`config.mk`:
```
export PLATFORM = sky130hd
export DESIGN_NAME = hazard_ctrl_flat
export DESIGN_NICKNAME = d
export VERILOG_FILES = /design/src/rtl/hazard_ctrl_pkg.sv /design/src/rtl/hazard_ctrl_if.sv /design/src/rtl/hazard_ctrl_sat_counter.sv /design/src/rtl/hazard_ctrl.sv /design/src/flat_wrapper.sv
export SDC_FILE = /design/constraint.sdc
export NUM_CORES = 1
export LEC_CHECK = 0
export CAP_MARGIN = 0
export CORE_MARGIN = 4
export CORE_UTILIZATION = 40
export CTS_CLUSTER_SIZE = 8
export DETAILED_ROUTE_END_ITERATION = 7
export GPL_TIMING_DRIVEN = 0
export PLACE_DENSITY = 0.69
export SLEW_MARGIN = 10
export SYNTH_ARGS = -nofsm -noshare
export SYNTH_HDL_FRONTEND = slang
export SYNTH_SLANG_ARGS = --single-unit
```
`constraint.sdc`:
```
create_clock -name clk -period 5 [get_ports clk]
set_clock_uncertainty 0.15 [all_clocks]
set_input_delay 1.25 -clock clk [delete_from_list [all_inputs] [get_ports clk]]
set_output_delay 1.25 -clock clk [all_outputs]
set_load 0.05 [all_outputs]
```
`src/rtl/hazard_ctrl_pkg.sv`:
```
// Shared definitions for the pipeline hazard sequencer: FSM encoding and
// the bundled stall/flush control word.
package hazard_ctrl_pkg;

  typedef enum logic [1:0] {
    ST_RUN      = 2'd0,
    ST_MEM_WAIT = 2'd1,
    ST_ERROR    = 2'd2
  } state_t;

  localparam logic [4:0] REG_ZERO = 5'd0;

  typedef struct packed {
    logic pc_write;
    logic if_id_write;
    logic if_id_flush;
    logic id_ex_flush;
    logic ex_mem_write;
    logic mem_wb_flush;
  } ctl_t;

  localparam ctl_t CTL_NORMAL   = '{1'b1, 1'b1, 1'b0, 1'b0, 1'b1, 1'b0};
  localparam ctl_t CTL_BRANCH   = '{1'b1, 1'b1, 1'b1, 1'b1, 1'b1, 1'b0};
  localparam ctl_t CTL_LOAD_USE = '{1'b0, 1'b0, 1'b0, 1'b1, 1'b1, 1'b0};
  localparam ctl_t CTL_FREEZE   = '{1'b0, 1'b0, 1'b0, 1'b0, 1'b0, 1'b1};
  localparam ctl_t CTL_HALT     = '{1'b0, 1'b0, 1'b0, 1'b0, 1'b0, 1'b0};

endpackage

```
`src/rtl/hazard_ctrl_if.sv`:
```
// Hazard inputs from the pipeline and the stall/flush controls returned to it.
interface hazard_ctrl_if #(
  parameter int CNT_W = 16
);
  logic             ID_EX_MemRead;
  logic [4:0]       ID_EX_Rt;
  logic [4:0]       IF_ID_Rs;
  logic [4:0]       IF_ID_Rt;
  logic             Branch_Taken;
  logic             Mem_Req;
  logic             Mem_Ready;
  logic             PC_Write;
  logic             IF_ID_Write;
  logic             IF_ID_Flush;
  logic             ID_EX_Flush;
  logic             EX_MEM_Write;
  logic             MEM_WB_Flush;
  logic [CNT_W-1:0] Stall_Count;
  logic             Mem_Error;

  modport master (
    output ID_EX_MemRead, ID_EX_Rt, IF_ID_Rs, IF_ID_Rt,
    output Branch_Taken, Mem_Req, Mem_Ready,
    input  PC_Write, IF_ID_Write, IF_ID_Flush, ID_EX_Flush,
    input  EX_MEM_Write, MEM_WB_Flush, Stall_Count, Mem_Error
  );

  modport slave (
    input  ID_EX_MemRead, ID_EX_Rt, IF_ID_Rs, IF_ID_Rt,
    input  Branch_Taken, Mem_Req, Mem_Ready,
    output PC_Write, IF_ID_Write, IF_ID_Flush, ID_EX_Flush,
    output EX_MEM_Write, MEM_WB_Flush, Stall_Count, Mem_Error
  );
endinterface

```
`src/rtl/hazard_ctrl_sat_counter.sv`:
```
// Enable-gated up counter that sticks at all-ones instead of wrapping.
module sat_counter #(
  parameter int W = 16
) (
  input  logic         clk,
  input  logic         rst_n,
  input  logic         i_en,
  output logic [W-1:0] o_cnt
);

  logic [W-1:0] r_cnt;

  always_ff @(posedge clk or negedge rst_n) begin
    if (!rst_n) begin
      r_cnt <= '0;
    end else if (i_en && (r_cnt != {W{1'b1}})) begin
      r_cnt <= r_cnt + 1'b1;
    end
  end

  assign o_cnt = r_cnt;

endmodule

```
`src/rtl/hazard_ctrl.sv`:
```
// Stall/flush sequencer for the 5-stage pipeline: memory-wait freeze with
// timeout, taken-branch flush, load-use bubble, plus a stall-cycle counter.
module hazard_ctrl
  import hazard_ctrl_pkg::*;
#(
  parameter int CNT_W       = 16,
  parameter int MEM_TIMEOUT = 64
) (
  input  logic           clk,
  input  logic           rst_n,
  hazard_ctrl_if.slave   bus
);

  localparam int WAIT_W = $clog2(MEM_TIMEOUT + 1);
  localparam logic [WAIT_W-1:0] WAIT_LIMIT = WAIT_W'(MEM_TIMEOUT);

  state_t            r_state;
  state_t            w_state_nxt;
  logic [WAIT_W-1:0] r_wait_cnt;
  logic [WAIT_W-1:0] w_wait_cnt_nxt;
  logic              r_mem_err;
  logic              w_mem_err_nxt;
  logic              w_mem_wait;
  logic              w_load_use;
  ctl_t              w_run_ctl;
  ctl_t              w_ctl;

  assign w_mem_wait = bus.Mem_Req && !bus.Mem_Ready;
  assign w_load_use = bus.ID_EX_MemRead && (bus.ID_EX_Rt != REG_ZERO) &&
                      ((bus.ID_EX_Rt == bus.IF_ID_Rs) || (bus.ID_EX_Rt == bus.IF_ID_Rt));

  // A taken branch kills the ID instruction, so its load-use hazard is moot.
  always_comb begin
    w_run_ctl = CTL_NORMAL;
    if (bus.Branch_Taken) begin
      w_run_ctl = CTL_BRANCH;
    end else if (w_load_use) begin
      w_run_ctl = CTL_LOAD_USE;
    end
  end

  always_comb begin
    w_ctl          = CTL_NORMAL;
    w_state_nxt    = r_state;
    w_wait_cnt_nxt = r_wait_cnt;
    w_mem_err_nxt  = r_mem_err;
    case (r_state)
      ST_RUN: begin
        if (w_mem_wait) begin
          w_ctl          = CTL_FREEZE;
          w_state_nxt    = ST_MEM_WAIT;
          w_wait_cnt_nxt = {{(WAIT_W-1){1'b0}}, 1'b1};
        end else begin
          w_ctl = w_run_ctl;
        end
      end
      ST_MEM_WAIT: begin
        // r_wait_cnt is the ordinal of the current non-ready cycle; a ready
        // response on the limit cycle still completes normally.
        if (!bus.Mem_Ready) begin
          w_ctl = CTL_FREEZE;
          if (r_wait_cnt == WAIT_LIMIT) begin
            w_state_nxt   = ST_ERROR;
            w_mem_err_nxt = 1'b1;
          end else begin
            w_wait_cnt_nxt = r_wait_cnt + 1'b1;
          end
        end else begin
          w_ctl          = w_run_ctl;
          w_state_nxt    = ST_RUN;
          w_wait_cnt_nxt = '0;
        end
      end
      ST_ERROR: begin
        w_ctl = CTL_HALT;
      end
      default: begin
        w_state_nxt = ST_RUN;
      end
    endcase
  end

  always_ff @(posedge clk or negedge rst_n) begin
    if (!rst_n) begin
      r_state    <= ST_RUN;
      r_wait_cnt <= '0;
      r_mem_err  <= 1'b0;
    end else begin
      r_state    <= w_state_nxt;
      r_wait_cnt <= w_wait_cnt_nxt;
      r_mem_err  <= w_mem_err_nxt;
    end
  end

  sat_counter #(
    .W (CNT_W)
  ) u_stall_cnt (
    .clk   (clk),
    .rst_n (rst_n),
    .i_en  (!w_ctl.pc_write),
    .o_cnt (bus.Stall_Count)
  );

  assign bus.PC_Write     = w_ctl.pc_write;
  assign bus.IF_ID_Write  = w_ctl.if_id_write;
  assign bus.IF_ID_Flush  = w_ctl.if_id_flush;
  assign bus.ID_EX_Flush  = w_ctl.id_ex_flush;
  assign bus.EX_MEM_Write = w_ctl.ex_mem_write;
  assign bus.MEM_WB_Flush = w_ctl.mem_wb_flush;
  assign bus.Mem_Error    = r_mem_err;

endmodule
```
`src/flat_wrapper.sv`:
```
// flat-port wrapper written by rule: the top's interface ports become plain ports
module hazard_ctrl_flat import hazard_ctrl_pkg::*;
#(
  parameter int CNT_W       = 16,
  parameter int MEM_TIMEOUT = 64
)
  (clk, rst_n, bus_ID_EX_MemRead, bus_ID_EX_Rt, bus_IF_ID_Rs, bus_IF_ID_Rt, bus_Branch_Taken, bus_Mem_Req, bus_Mem_Ready, bus_PC_Write, bus_IF_ID_Write, bus_IF_ID_Flush, bus_ID_EX_Flush, bus_EX_MEM_Write, bus_MEM_WB_Flush, bus_Stall_Count, bus_Mem_Error);
  hazard_ctrl_if #(.CNT_W(CNT_W)) bus_i ();
  input  logic clk;
  input  logic rst_n;
  input wire logic [$bits(bus_i.ID_EX_MemRead)-1:0] bus_ID_EX_MemRead;
  input wire logic [$bits(bus_i.ID_EX_Rt)-1:0] bus_ID_EX_Rt;
  input wire logic [$bits(bus_i.IF_ID_Rs)-1:0] bus_IF_ID_Rs;
  input wire logic [$bits(bus_i.IF_ID_Rt)-1:0] bus_IF_ID_Rt;
  input wire logic [$bits(bus_i.Branch_Taken)-1:0] bus_Branch_Taken;
  input wire logic [$bits(bus_i.Mem_Req)-1:0] bus_Mem_Req;
  input wire logic [$bits(bus_i.Mem_Ready)-1:0] bus_Mem_Ready;
  output wire logic [$bits(bus_i.PC_Write)-1:0] bus_PC_Write;
  output wire logic [$bits(bus_i.IF_ID_Write)-1:0] bus_IF_ID_Write;
  output wire logic [$bits(bus_i.IF_ID_Flush)-1:0] bus_IF_ID_Flush;
  output wire logic [$bits(bus_i.ID_EX_Flush)-1:0] bus_ID_EX_Flush;
  output wire logic [$bits(bus_i.EX_MEM_Write)-1:0] bus_EX_MEM_Write;
  output wire logic [$bits(bus_i.MEM_WB_Flush)-1:0] bus_MEM_WB_Flush;
  output wire logic [$bits(bus_i.Stall_Count)-1:0] bus_Stall_Count;
  output wire logic [$bits(bus_i.Mem_Error)-1:0] bus_Mem_Error;
  assign bus_i.ID_EX_MemRead = bus_ID_EX_MemRead;
  assign bus_i.ID_EX_Rt = bus_ID_EX_Rt;
  assign bus_i.IF_ID_Rs = bus_IF_ID_Rs;
  assign bus_i.IF_ID_Rt = bus_IF_ID_Rt;
  assign bus_i.Branch_Taken = bus_Branch_Taken;
  assign bus_i.Mem_Req = bus_Mem_Req;
  assign bus_i.Mem_Ready = bus_Mem_Ready;
  assign bus_PC_Write = bus_i.PC_Write;
  assign bus_IF_ID_Write = bus_i.IF_ID_Write;
  assign bus_IF_ID_Flush = bus_i.IF_ID_Flush;
  assign bus_ID_EX_Flush = bus_i.ID_EX_Flush;
  assign bus_EX_MEM_Write = bus_i.EX_MEM_Write;
  assign bus_MEM_WB_Flush = bus_i.MEM_WB_Flush;
  assign bus_Stall_Count = bus_i.Stall_Count;
  assign bus_Mem_Error = bus_i.Mem_Error;
  hazard_ctrl #(.CNT_W(CNT_W), .MEM_TIMEOUT(MEM_TIMEOUT)) u_core (.clk(clk), .rst_n(rst_n), .bus(bus_i));
endmodule
```
## Word level (Yosys, flattened, before mapping)

Cells that the tools add are included.

| cells by class | value |
|---|---|
| multiplexer cells | 13 |
| reductions and logical operators | 13 |
| equal/unequal tests | 9 |
| add/subtract/negate cells | 2 |
| bitwise logic cells | 2 |

Operators with widths:

| operator | number |
|---|---|
| 6-bit two-way mux | 4 |
| 7-bit two-way mux | 3 |
| 6-bit case mux with 3 select lines | 1 |
| 16-bit by 1-bit adder with 16-bit output (second input constant) | 1 |
| 16-bit != test (second input constant) | 1 |
| 7-bit case mux with 2 select lines | 1 |
| 5-bit equality test | 2 |
| 3-bit AND reduction | 3 |
| 7-bit by 1-bit adder with 7-bit output (second input constant) | 1 |
| 7-bit equality test (second input constant) | 1 |
| 2-bit two-way mux | 3 |
| 2-bit case mux with 3 select lines | 1 |
| 5-bit nonzero test | 1 |
| 1-bit logical AND | 4 |
| 3-bit by 2-bit != test with 1-bit output (second input constant) | 1 |
| 3-bit != test (second input constant) | 1 |
| 2-bit by 1-bit equality test with 1-bit output (second input constant) | 1 |
| 2-bit equality test (second input constant) | 1 |
| 1-bit zero test | 2 |
| 2-bit zero test | 1 |
| 2-bit by 1-bit != test with 1-bit output (second input constant) | 1 |
| 1-bit inverter | 2 |
| 2-bit nonzero test | 1 |
| 1-bit logical OR | 1 |

| word-level totals | value |
|---|---|
| register bits after elaboration | 26 |
| logic and storage cells | 43 |

## Longest topological paths before layout

| depth | value |
|---|---|
| depth after elaboration | 9 |
| gate-level depth with buffers | 7 |
| mapped depth without buffers | 7 |

## Cells and area by module

Synthesis repeated with hierarchy kept, for this count alone.

| unflattened totals | value |
|---|---|
| cell total of the unflattened synthesis | 158 |
| area, all modules | 1,631.6 sq um |

Modules (own cells, without submodules):

| module | cells each | times used | sequential area each (sq um) | area each (sq um) |
|---|---|---|---|---|
| sat_counter | 72 | 1 | 400.4 | 859.6 |
| hazard_ctrl | 86 | 1 | 250.2 | 772.0 |

## Worst setup path before layout

Ideal clock, no wire load.

| path | value |
|---|---|
| path type | input -> output |
| start point | in bus_ID_EX_Rt[0] |
| end point | out bus_PC_Write |
| stages | 5 |
| data required time | 3.600 ns |
| arrival | 2.805 ns |
| setup slack | 0.795 ns |
| cells stage by stage | or4_1 o21ai_2 nor3_1 a21boi_4 buf_4 |

| on the way | value |
|---|---|
| cells in the longest elaborated chain, start to end | 7 |
| elaborated cells on any way between the ends | 11 |

RTL lines:

| element | line | RTL |
|---|---|---|
| from (decl) | flat_wrapper.sv:12 | `input wire logic [$bits(bus_i.ID_EX_Rt)-1:0] bus_ID_EX_Rt;` |
| 5-bit equality test / 5-bit nonzero test (equally long branches) | hazard_ctrl.sv:30, hazard_ctrl.sv:29 |  |
| 1-bit logical OR / 1-bit logical AND (equally long branches) | hazard_ctrl.sv:30, hazard_ctrl.sv:29 |  |
| 1-bit logical AND * | hazard_ctrl.sv:29 | `assign w_load_use = bus.ID_EX_MemRead && (bus.ID_EX_Rt != REG_ZERO) &&` |
| 6-bit two-way mux * | hazard_ctrl.sv:37 | `end else if (w_load_use) begin` |
| 6-bit two-way mux * | hazard_ctrl.sv:35 | `if (bus.Branch_Taken) begin` |
| 6-bit two-way mux (on tied branches) | hazard_ctrl.sv:60, hazard_ctrl.sv:49 |  |
| 6-bit case mux with 3 select lines * | hazard_ctrl.sv:47 | `case (r_state)` |
| to (decl) | flat_wrapper.sv:18 | `output wire logic [$bits(bus_i.PC_Write)-1:0] bus_PC_Write;` |

Every way passes the cells marked *; elsewhere a longest branch is shown, timed or not.

## Final worst setup path

| path | value |
|---|---|
| start point | in bus_ID_EX_Rt[0] |
| end point | out bus_IF_ID_Write |

| on the way | value |
|---|---|
| cells in the longest elaborated chain, start to end | 7 |
| elaborated cells on any way between the ends | 11 |

RTL lines:

| element | line | RTL |
|---|---|---|
| 5-bit equality test / 5-bit nonzero test (equally long branches) | hazard_ctrl.sv:30, hazard_ctrl.sv:29 |  |
| 1-bit logical OR / 1-bit logical AND (equally long branches) | hazard_ctrl.sv:30, hazard_ctrl.sv:29 |  |
| 1-bit logical AND * | hazard_ctrl.sv:29 |  |
| 6-bit two-way mux * | hazard_ctrl.sv:37 |  |
| 6-bit two-way mux * | hazard_ctrl.sv:35 |  |
| 6-bit two-way mux (on tied branches) | hazard_ctrl.sv:60, hazard_ctrl.sv:49 |  |
| 6-bit case mux with 3 select lines * | hazard_ctrl.sv:47 |  |
| to (decl) | flat_wrapper.sv:19 | `output wire logic [$bits(bus_i.IF_ID_Write)-1:0] bus_IF_ID_Write;` |

Marks and branches as above.

==> metrics.txt <==
Period Utilization, post-route 0.976; reg2reg start u_core.u_stall_cnt.o_cnt[0]$_DFFE_PN0P_; Final min period 4.88 ns; commonest non-fill, non-tap cells in the layout 40 x clkdlybuf4s50_1, 26 x dfrtp_1, 16 x xnor2_1, 16 x nand2_1; Final Wtd Congestion 0.831; Leakage 0.000780 uW; top cell type's share of synthesized area 0.432; Starting Density 0.411; final core utilization 0.559; Internal Pwr Total 424 uW; Final #Nets 227; share of layout cells above drive strength 1 0.0891; CTS clk-pin slew, worst paths 0.09 ns; Flop pwr share 0.392; Sw Ratio 0.403; postcts setup bufs 0; CP startpoint kind primary input; #FFs+latches synth 26; Avg Cell Area, Syn 9.71 sq um; Port Buffers 43; worst setup path start bus_ID_EX_Rt[0]; first-pass GRT wire length 5820 um; Synth area leaders dfrtp_1 43%, xnor2_1 9.3%, xor2_1 5.2%; CP max stage cell dlygate4sd2_1; row count 22; I/O Pins 44; initial antenna violation count 0; Setup violations, final 0; Post-Synthesis Cell Area 1510 sq um; worst-path cell chain clkdlybuf4s50_1 > or4_1 > o21ai_2 > nor3_1 > a21boi_4 > dlygate4sd2_1; worst-margin pin slew 0.585 ns; P&R area growth vs syn 35.9%; Seq/Total Area, Yosys 0.432; DP HPWL 2690 um; Clock Sink Count 26; fmax 205 MHz; Clock Tree Buf Depth 2; Setup Crit Path Kind primary input to primary output; DRT Wirelength 3440 um; pwr dens 347 nW/um^2; worst r2r dst u_core.u_stall_cnt.o_cnt[1]$_DFFE_PN0P_; largest net degree at the start of global routing 27; flop2flop setup slack 2.55 ns; Die Y 69.3 um; CTS Buf Count 3; global route overflow 0; final non-filler cell area 2050 sq um; n_diodes 0; DR vias 1,283; clock root buffer clkbuf_8; Arr. time, crit path 3.48 ns; Routed Antenna Nets 0; Crit path largest cell delay 0.58 ns; Post-CTS Hold Fix Bufs 0; CP endpoint bus_IF_ID_Write; worst-path maximum fanout 8; Slew Limit Fails 0; Hold Path Class flip-flop to flip-flop; largest family of logic cells by synthesized area simple AND/OR/NAND/NOR gates; Rel. slew slack 0.610; CTS tree built; Syn Inst Count 155; Adder-Cell Fraction of Synth Area 0.0249; leading cell type in the layout, fill and taps excluded clkdlybuf4s50_1; Critical Path RT 3.60 ns; detailed router's first-iteration violation count 51; Clock Latency Late Sink 0.27 ns; Yosys top cell by area dfrtp_1; Clk pwr share 0.192; final hold vios 0; DR WL/cell 13.8 um; post-synthesis mux area share 0.00748; Total GRT Usage 0.145; syn_nets 179; vias in the first global route 1,318; simple-gate portion of the synthesized area 0.239; First-pass DRT Iterations 4; Die Wd 69.3 um; area post-placement 2000 sq um; H-tree Lvls 1; Die Area 4810 sq um; total of max-cap violations 0; compound-cell area share of the yosys netlist 0.121; Peak VDD IR 0.133 mV; Netlist cell types 34; cell count of the worst reg-to-reg path 6; synth warn 0; P_sw 286 uW; DRC viols 0; Core ar. 3660 sq um; CP endpoint kind primary output; status completed; Post-CTS Resized 2; Comb pwr share 0.416; routed vias/inst 5.13; XOR/XNOR Fraction of Synth Area 0.145
## power groups by stage
stage / Sequential (uW) / Combinational [uW] / Clock [uW]
6_report: 278 / 295 / 136
5_1_grt: 285 / 314 / 149
4_1_cts: 279 / 299 / 141
3_5_place_dp: 283 / 299 / 0
3_3_place_gp: 280 / 292 / 0
2_1_floorplan: 374 / 93.7 / 0
## sequential cells by signal, indices dropped and copies added (netlist names)
name and count:
u_core.u_stall_cnt.o_cnt 16, u_core.r_wait_cnt 7, u_core.r_state 2, u_core.bus.Mem_Error 1
## cell usage after synthesis (all sizes together)
cell type	number
and3	5
and2	6
dfrtp	26
buf	2
nand2	16
nor2b	1
ha	3
nor4	3
nor2	9
o41ai	1
o21ai	9
or4	1
nand4	3
o22ai	1
a21boi	1
a2111oi	1
a21oi	2
nand3	8
nand2b	4
inv	8
o21a	2
or2	3
a211oi	1
mux2	1
xnor2	16
a311o	1
a22o	1
nor3	8
o31ai	3
xor2	9
## metrics by stage
stage	hold WS [ns]	setup TNS [ns]	cells	power (uW)	setup WS [ns]
2_1_floorplan	0.287	0	155	468	0.795
3_3_place_gp	0.302	-0.341	246	572	-0.211
3_5_place_dp	0.315	-0.456	246	582	-0.272
4_1_cts	0.333	0	250	719	0.00531
5_1_grt	0.352	-0.0134	250	748	-0.0134
6_report	0.324	0	250	710	0.122
## cell families after synthesis
logic type,after synthesis
AO/OA/AOI/OAI,23
XOR/XNOR,25
adder cells (fa/ha/maj),3
buffers and inverters,10
flip-flops,26
multiplexers,1
AND/OR/NAND/NOR,67
## worst min-delay path by stage
stage / start / endpoint / slack [ns] / cells past startpoint
3_5_place_dp: u_core.r_wait_cnt[6]$_DFFE_PN0P_ / u_core.r_wait_cnt[6]$_DFFE_PN0P_ / 0.32 / 1
3_3_place_gp: u_core.bus.Mem_Error$_DFFE_PN0P_ / u_core.bus.Mem_Error$_DFFE_PN0P_ / 0.30 / 1
2_1_floorplan: u_core.r_wait_cnt[6]$_DFFE_PN0P_ / u_core.r_wait_cnt[6]$_DFFE_PN0P_ / 0.29 / 1
4_1_cts: u_core.r_wait_cnt[6]$_DFFE_PN0P_ / u_core.r_wait_cnt[6]$_DFFE_PN0P_ / 0.33 / 1
6_report: u_core.r_wait_cnt[6]$_DFFE_PN0P_ / u_core.r_wait_cnt[6]$_DFFE_PN0P_ / 0.32 / 1
5_1_grt: u_core.r_wait_cnt[6]$_DFFE_PN0P_ / u_core.r_wait_cnt[6]$_DFFE_PN0P_ / 0.35 / 1
## per-layer routing
| metal | share of wire | global-route usage | up-vias |
|---|---|---|---|
| li1 | - | - | 627 |
| met3 | 0.060 | 0.0333 | 4 |
| met1 | 0.43 | 0.178 | 613 |
| met2 | 0.50 | 0.255 | 39 |
| met5 | 0 | 0 | - |
| met4 | 0.0099 | 0.0325 | 0 |
## worst max-delay path: cells and delay by family
kind	cells	cell delay, ns
AND/OR/NAND/NOR	2	0.68
AO/OA/AOI/OAI	2	0.50
buffers and inverters	2	1.04
## layout make-up
class | count | area (sq um)
tap | 48 | 60.1
multi-input combinational | 119 | 816
sequential | 26 | 651
timing repair buffer | 43 | 419
buffer | 2 | 15.0
clock buffer | 4 | 55.1
fill | 343 | 1620
inverter | 8 | 30.0
Note: power is estimated with default switching activity, not from simulation.
